**src/rtl/aes_key_expansion_if.sv**
```systemverilog
// Request/response bundle for the AES-128 single-round key schedule step.
interface aes_key_expansion_if;
  logic         in_valid;
  logic [3:0]   num_round;
  logic [127:0] key_in;
  logic [127:0] key_out;
  logic         out_valid;

  // Caller side: drives the round request, consumes the next key.
  modport master (output in_valid, num_round, key_in, input key_out, out_valid);
  // Key schedule side.
  modport slave  (input in_valid, num_round, key_in, output key_out, out_valid);
endinterface

```
**src/rtl/aes_key_expansion.sv**
```systemverilog
// AES-128 key schedule step: next round key from current key and round index,
// registered once. Four independent S-box lookups, no internal round counter.

// Forward AES S-box, one byte, pure table lookup.
module aes_sbox (
  input  logic [7:0] a,
  output logic [7:0] y
);
  localparam logic [0:255][7:0] SBOX = {
    128'h637c777bf26b6fc53001672bfed7ab76,
    128'hca82c97dfa5947f0add4a2af9ca472c0,
    128'hb7fd9326363ff7cc34a5e5f171d83115,
    128'h04c723c31896059a071280e2eb27b275,
    128'h09832c1a1b6e5aa0523bd6b329e32f84,
    128'h53d100ed20fcb15b6acbbe394a4c58cf,
    128'hd0efaafb434d338545f9027f503c9fa8,
    128'h51a3408f929d38f5bcb6da2110fff3d2,
    128'hcd0c13ec5f974417c4a77e3d645d1973,
    128'h60814fdc222a908846eeb814de5e0bdb,
    128'he0323a0a4906245cc2d3ac629195e479,
    128'he7c8376d8dd54ea96c56f4ea657aae08,
    128'hba78252e1ca6b4c6e8dd741f4bbd8b8a,
    128'h703eb5664803f60e613557b986c11d9e,
    128'he1f8981169d98e949b1e87e9ce5528df,
    128'h8ca1890dbfe6426841992d0fb054bb16
  };

  assign y = SBOX[a];
endmodule

module aes_key_expansion (
  input  logic                  clk,
  input  logic                  rst_n,
  aes_key_expansion_if.slave    bus
);
  localparam int NUM_LANES = 4;

  logic [NUM_LANES-1:0][31:0] w;
  logic [NUM_LANES-1:0][7:0]  rot_w;
  logic [NUM_LANES-1:0][7:0]  sub_w;
  logic [7:0]                 rcon;
  logic [31:0]                temp;
  logic [NUM_LANES-1:0][31:0] n;

  logic [127:0] key_d, key_q;
  logic         vld_d, vld_q;

  // w[3] is word 0 (MSB), w[0] is word 3.
  assign w = bus.key_in;

  // RotWord on word 3: {b0,b1,b2,b3} -> {b1,b2,b3,b0}.
  assign rot_w = {w[0][23:0], w[0][31:24]};

  // One S-box per byte lane.
  for (genvar i = 0; i < NUM_LANES; i++) begin : g_sbox
    aes_sbox u_sbox (.a(rot_w[i]), .y(sub_w[i]));
  end

  // Round constant; indices past the last AES-128 round contribute nothing.
  always_comb begin
    rcon = 8'h00;
    case (bus.num_round)
      4'd0: rcon = 8'h01;
      4'd1: rcon = 8'h02;
      4'd2: rcon = 8'h04;
      4'd3: rcon = 8'h08;
      4'd4: rcon = 8'h10;
      4'd5: rcon = 8'h20;
      4'd6: rcon = 8'h40;
      4'd7: rcon = 8'h80;
      4'd8: rcon = 8'h1b;
      4'd9: rcon = 8'h36;
      default: rcon = 8'h00;
    endcase
  end

  // Word chain: each new word folds in the previous new word.
  always_comb begin
    temp = sub_w ^ {rcon, 24'h000000};
    n[3] = w[3] ^ temp;
    n[2] = w[2] ^ n[3];
    n[1] = w[1] ^ n[2];
    n[0] = w[0] ^ n[1];
  end

  // Capture a new key only on accepted input; the valid flag is a one-cycle pulse.
  always_comb begin
    key_d = key_q;
    vld_d = 1'b0;
    if (bus.in_valid) begin
      key_d = n;
      vld_d = 1'b1;
    end
  end

  // Output registers, cleared asynchronously.
  always_ff @(posedge clk or negedge rst_n) begin
    if (!rst_n) begin
      key_q <= '0;
      vld_q <= 1'b0;
    end else begin
      key_q <= key_d;
      vld_q <= vld_d;
    end
  end

  assign bus.key_out   = key_q;
  assign bus.out_valid = vld_q;
endmodule

```
**src/flat_wrapper.sv**
```systemverilog
// flat-port wrapper written by rule: the top's interface ports become plain ports
module aes_key_expansion_flat 
  (clk, rst_n, bus_in_valid, bus_num_round, bus_key_in, bus_key_out, bus_out_valid);
  aes_key_expansion_if bus_i ();
  input  logic clk;
  input  logic rst_n;
  input wire logic [$bits(bus_i.in_valid)-1:0] bus_in_valid;
  input wire logic [$bits(bus_i.num_round)-1:0] bus_num_round;
  input wire logic [$bits(bus_i.key_in)-1:0] bus_key_in;
  output wire logic [$bits(bus_i.key_out)-1:0] bus_key_out;
  output wire logic [$bits(bus_i.out_valid)-1:0] bus_out_valid;
  assign bus_i.in_valid = bus_in_valid;
  assign bus_i.num_round = bus_num_round;
  assign bus_i.key_in = bus_key_in;
  assign bus_key_out = bus_i.key_out;
  assign bus_out_valid = bus_i.out_valid;
  aes_key_expansion u_core (.clk(clk), .rst_n(rst_n), .bus(bus_i));
endmodule
```
**config.mk**
```make
export PLATFORM = sky130hd
export DESIGN_NAME = aes_key_expansion_flat
export DESIGN_NICKNAME = d
export VERILOG_FILES = /design/src/rtl/aes_key_expansion_if.sv /design/src/rtl/aes_key_expansion.sv /design/src/flat_wrapper.sv
export SDC_FILE = /design/constraint.sdc
export NUM_CORES = 1
export LEC_CHECK = 0
export ABC_AREA = 1
export CAP_MARGIN = 10
export CORE_MARGIN = 2
export CORE_UTILIZATION = 30
export DETAILED_ROUTE_END_ITERATION = 7
export HOLD_SLACK_MARGIN = 0.12
export PLACE_DENSITY = 0.57
export SYNTH_ARGS = -nofsm -noshare
export SYNTH_HDL_FRONTEND = slang
export SYNTH_SLANG_ARGS = --single-unit
```
**constraint.sdc**
```tcl
create_clock -name clk -period 0.8 [get_ports clk]
set_input_delay 0.12 -clock clk [delete_from_list [all_inputs] [get_ports clk]]
set_output_delay 0.12 -clock clk [all_outputs]
set_load 0.02 [all_outputs]
```
==> reports/qor.csv <==
stage,metric,value,unit
status,status,"finished, violations left",
status,violations,negative setup slack,
place,port_buffers,263,
hold_path,hold_path.class,input pin to flop,
global_route,grt_max_degree,60,
clock_network,ctsLongestPathBuffers,2,
layout,n_antenna_cell,0,
routing,drt_wl_total,128000,um
global_route,grt_pass1_wl,181000,um
clock_network,cts_root_buffer,clkbuf_16,
routing,drc,0,
logic_synthesis,syn_nets,3700,
worst_setup_path,worst_setup_path_start_kind,input pin,
global_route,overflow,0,
clock_network,cts_buffers,17,
timing,fin_skew,0,ps
logic_synthesis,yosys_register_bits,129,
clock_network,htree_num_levels,4,
place,dp_slack,-2370,ps
timing,rsz0062_at_grt,yes,
timing,worst_slew_pin_slew,459,ps
logic_synthesis,netlist_area,18800,um2
worst_setup_path,r2r_start,u_core.bus.key_out[104]$_DFFE_PN0P_,
routing,first_pass_iters,6,
worst_setup_path,worstSetupStartpoint,bus_key_in[8],
worst_setup_path,required,1190,ps
floorplanning,start_util,30.5,%
worst_setup_path,arrival,2360,ps
timing,finalCriticalPeriod,1980,ps
routing,ant_nets,0,
clock_network,clk_pin_slew,70,ps
floorplanning,core_area,61800,um2
timing,slew_violations,0,
place,hpwl,97000,um
flow_run,maxCapViolCount,0,
hold_path,hold_start,bus_key_in[25],
timing,fmax,506,MHz
place,gp_congestion,1.05,
logic_synthesis,yosysUniqueCellTypes,31,
logic_synthesis,synth_warnings,0,
layout,nets,4795,
worst_setup_path,critical_path_class,input pin to flop,
routing,wl_per_cell,23.6,um
place,placed_area,29900,um2
place,placedCellCount,5255,
global_route,track_usage,37.4,%
floorplanning,die_area,64800,um2
power_and_ir_drop,power_density,1220,nW/um2
clock_network,cts_sinks,129,
power_and_ir_drop,ir_drop,1820,uV
layout,area_growth,105,%
floorplanning,design.portCount,264,
timing,timing_hold_violations_final,0,
timing,fin_ws,-1180,ps
layout,drive_gt1_share,50.1,%
layout,final_area,38500,um2
global_route,antenna_found_initial,3,
global_route,grt_pass1_vias,28500,
logic_synthesis,avgSynthCellArea,5.37,um2
clock_network,clkLatencyLatePin,480,ps
worst_setup_path,path_max_fanout,6,
timing,slew_headroom,69.1,%
routing,drtIter0Drc,3280,
layout,fin_cells,5451,
logic_synthesis,ys_seq_area_share,17.1,%
floorplanning,die_h,255,um
routing,vias,30800,
routing,viasPerCell,5.64,
timing,fin_crit_sh,247,%
timing,setup_viol,257,
worst_setup_path,endpoint_kind,flop,
power_and_ir_drop,p_leak,0.0186,uW
power_and_ir_drop,design_power_total,46900,uW
clock_network,cts_tree,done,
floorplanning,fp.dieW,255,um
logic_synthesis,synth_cells,3507,
floorplanning,rows,91,
## placed cells by master (no fill, tap or decap), types with 12 or more instances in the layout
master           Yosys  final
nand2_1           1160    793
buf_6                8    251
dfrtp_2              0     17
a31oi_1             86     70
nand2_2             21    202
nand2_4              0    158
nor2_1             242    179
inv_1              196    159
a21oi_2              2     19
clkbuf_16            0     19
dfrtp_1            129    112
nand4_1             19     19
o211ai_1            19     19
o21ai_0             68     25
o21ai_1              7     18
ha_4                 0     22
nor2_2               8     28
buf_12               0    101
nor2_4               0     43
nand3_1           1121    655
o21ai_2              0     32
buf_4               16    799
inv_6                0     12
nand3_4              0    134
nand3b_1            15     15
inv_2               18     27
a21oi_1             96     73
nand2_8              0     29
nand3_2              4    336
ha_1                57     26
clkdlybuf4s50_1      0    109
## where the power goes
group / total, uW / switching [uW] / internal (uW)
clock: 8800 / 3870 / 4920
sequential: 8570 / 1040 / 7520
combinational: 29500 / 16500 / 13000
## logic make-up after synthesis
logic type | Yosys count | synth area share, %
AO/OA/AOI/OAI | 282 | 8.40
XOR/XNOR | 8 | 0.372
adder cells (fa/ha/maj) | 58 | 3.89
buffers and inverters | 439 | 10.0
flip-flops | 129 | 17.1
AND/OR/NAND/NOR | 2591 | 60.2
## synthesized netlist by cell type
master       n  area [um2]
a21oi_1     96         480
a21oi_2      2        17.5
a31oi_1     86         538
buf_1       23        86.3
buf_2       91         455
buf_4       16         120
buf_6        8        90.1
clkbuf_1    80         300
clkinv_1     7        26.3
dfrtp_1    129        3230
fa_1         1        20.0
ha_1        57         713
inv_1      196         736
inv_2       18        67.6
nand2_1   1160        4350
nand2_2     21         131
nand3_1   1121        5610
nand3_2      4        40.0
nand3b_1    15         113
nand4_1     19         119
nor2_1     242         908
nor2_2       8        50.1
o211ai_1    19         143
o21ai_0     68         340
o21ai_1      7        35.0
o21bai_1     1        7.51
o22ai_1      2        12.5
o31ai_1      1        7.51
or2_2        1        6.26
xnor2_1      2        17.5
xor2_1       6        52.6
## routing by layer
| layer | up-vias | global-route usage, % | wire length [um] |
|---|---|---|---|
| met5 | - | 0 | 43 |
| met4 | 6 | 22.7 | 8840 |
| met3 | 458 | 7.33 | 11600 |
| met2 | 1784 | 59.4 | 58500 |
| met1 | 14500 | 46.7 | 49500 |
| li1 | 14000 | - | - |
## cell type report
| type | instances | area (um2) |
|---|---|---|
| multi-input combinational | 2940 | 20300 |
| fill | 5753 | 23300 |
| clock inverter | 14 | 178 |
| sequential | 129 | 3250 |
| clock buffer | 17 | 425 |
| timing repair buffer | 1293 | 12300 |
| inverter | 221 | 981 |
| tap | 837 | 1050 |
## per-stage QoR
stage          hold slack [ps]  utilization (%)  TNS, ps
2_1_floorplan             -176                -  -117920
3_3_place_gp             -62.6             48.4  -286700
3_5_place_dp             -62.3             48.4  -288480
4_1_cts                    121             54.9  -203540
5_1_grt                    137             62.3  -180080
6_report                   135             62.3  -167410
## path summary, 6_finish.rpt
kind                       cells after the start  slack [ps]                             endpoint
setup / recovery                              20       -1180   u_core.bus.key_out[23]$_DFFE_PN0P_
hold / removal                                 6         130   u_core.bus.key_out[25]$_DFFE_PN0P_
setup reg to reg                               4        -210  u_core.bus.key_out[104]$_DFFE_PN0P_
hold reg to reg                                2         510   u_core.bus.key_out[23]$_DFFE_PN0P_
max in group asynchronous                      3          30   u_core.bus.key_out[35]$_DFFE_PN0P_
min in group asynchronous                      3         160  u_core.bus.key_out[113]$_DFFE_PN0P_
## flip-flops by register name, indices dropped and copies added (netlist names)
name / count
u_core.bus.out_valid: 1
u_core.bus.key_out: 128
## critical path, stage by stage
cell and delay [ps]:
buf_8 80, buf_12 120, inv_12 50, ha_4 390, nor2_4 80, nor2_4 230
nand2_2 90, nand2_1 60, nand3_1 80, nand3_1 90, nand3_2 150, nand2_2 130
nand2_4 60, nand3b_1 140, buf_12 170, nand2_8 60, nand2_4 60, nand3_2 60
nand3_2 70, nand2_1 50
## what timing repair did
action / in CTS / in global routing
hold buffers: 5 / 3
buffers inserted: 61 / 117
pin swaps: 289 / 405
gates resized for setup: 822 / 1284
endpoints found under the hold margin: 148 / 4
setup endpoints to repair: 257 / 260
gates cloned: 3 / 2
No activity file was read; power rests on OpenSTA's default activity.
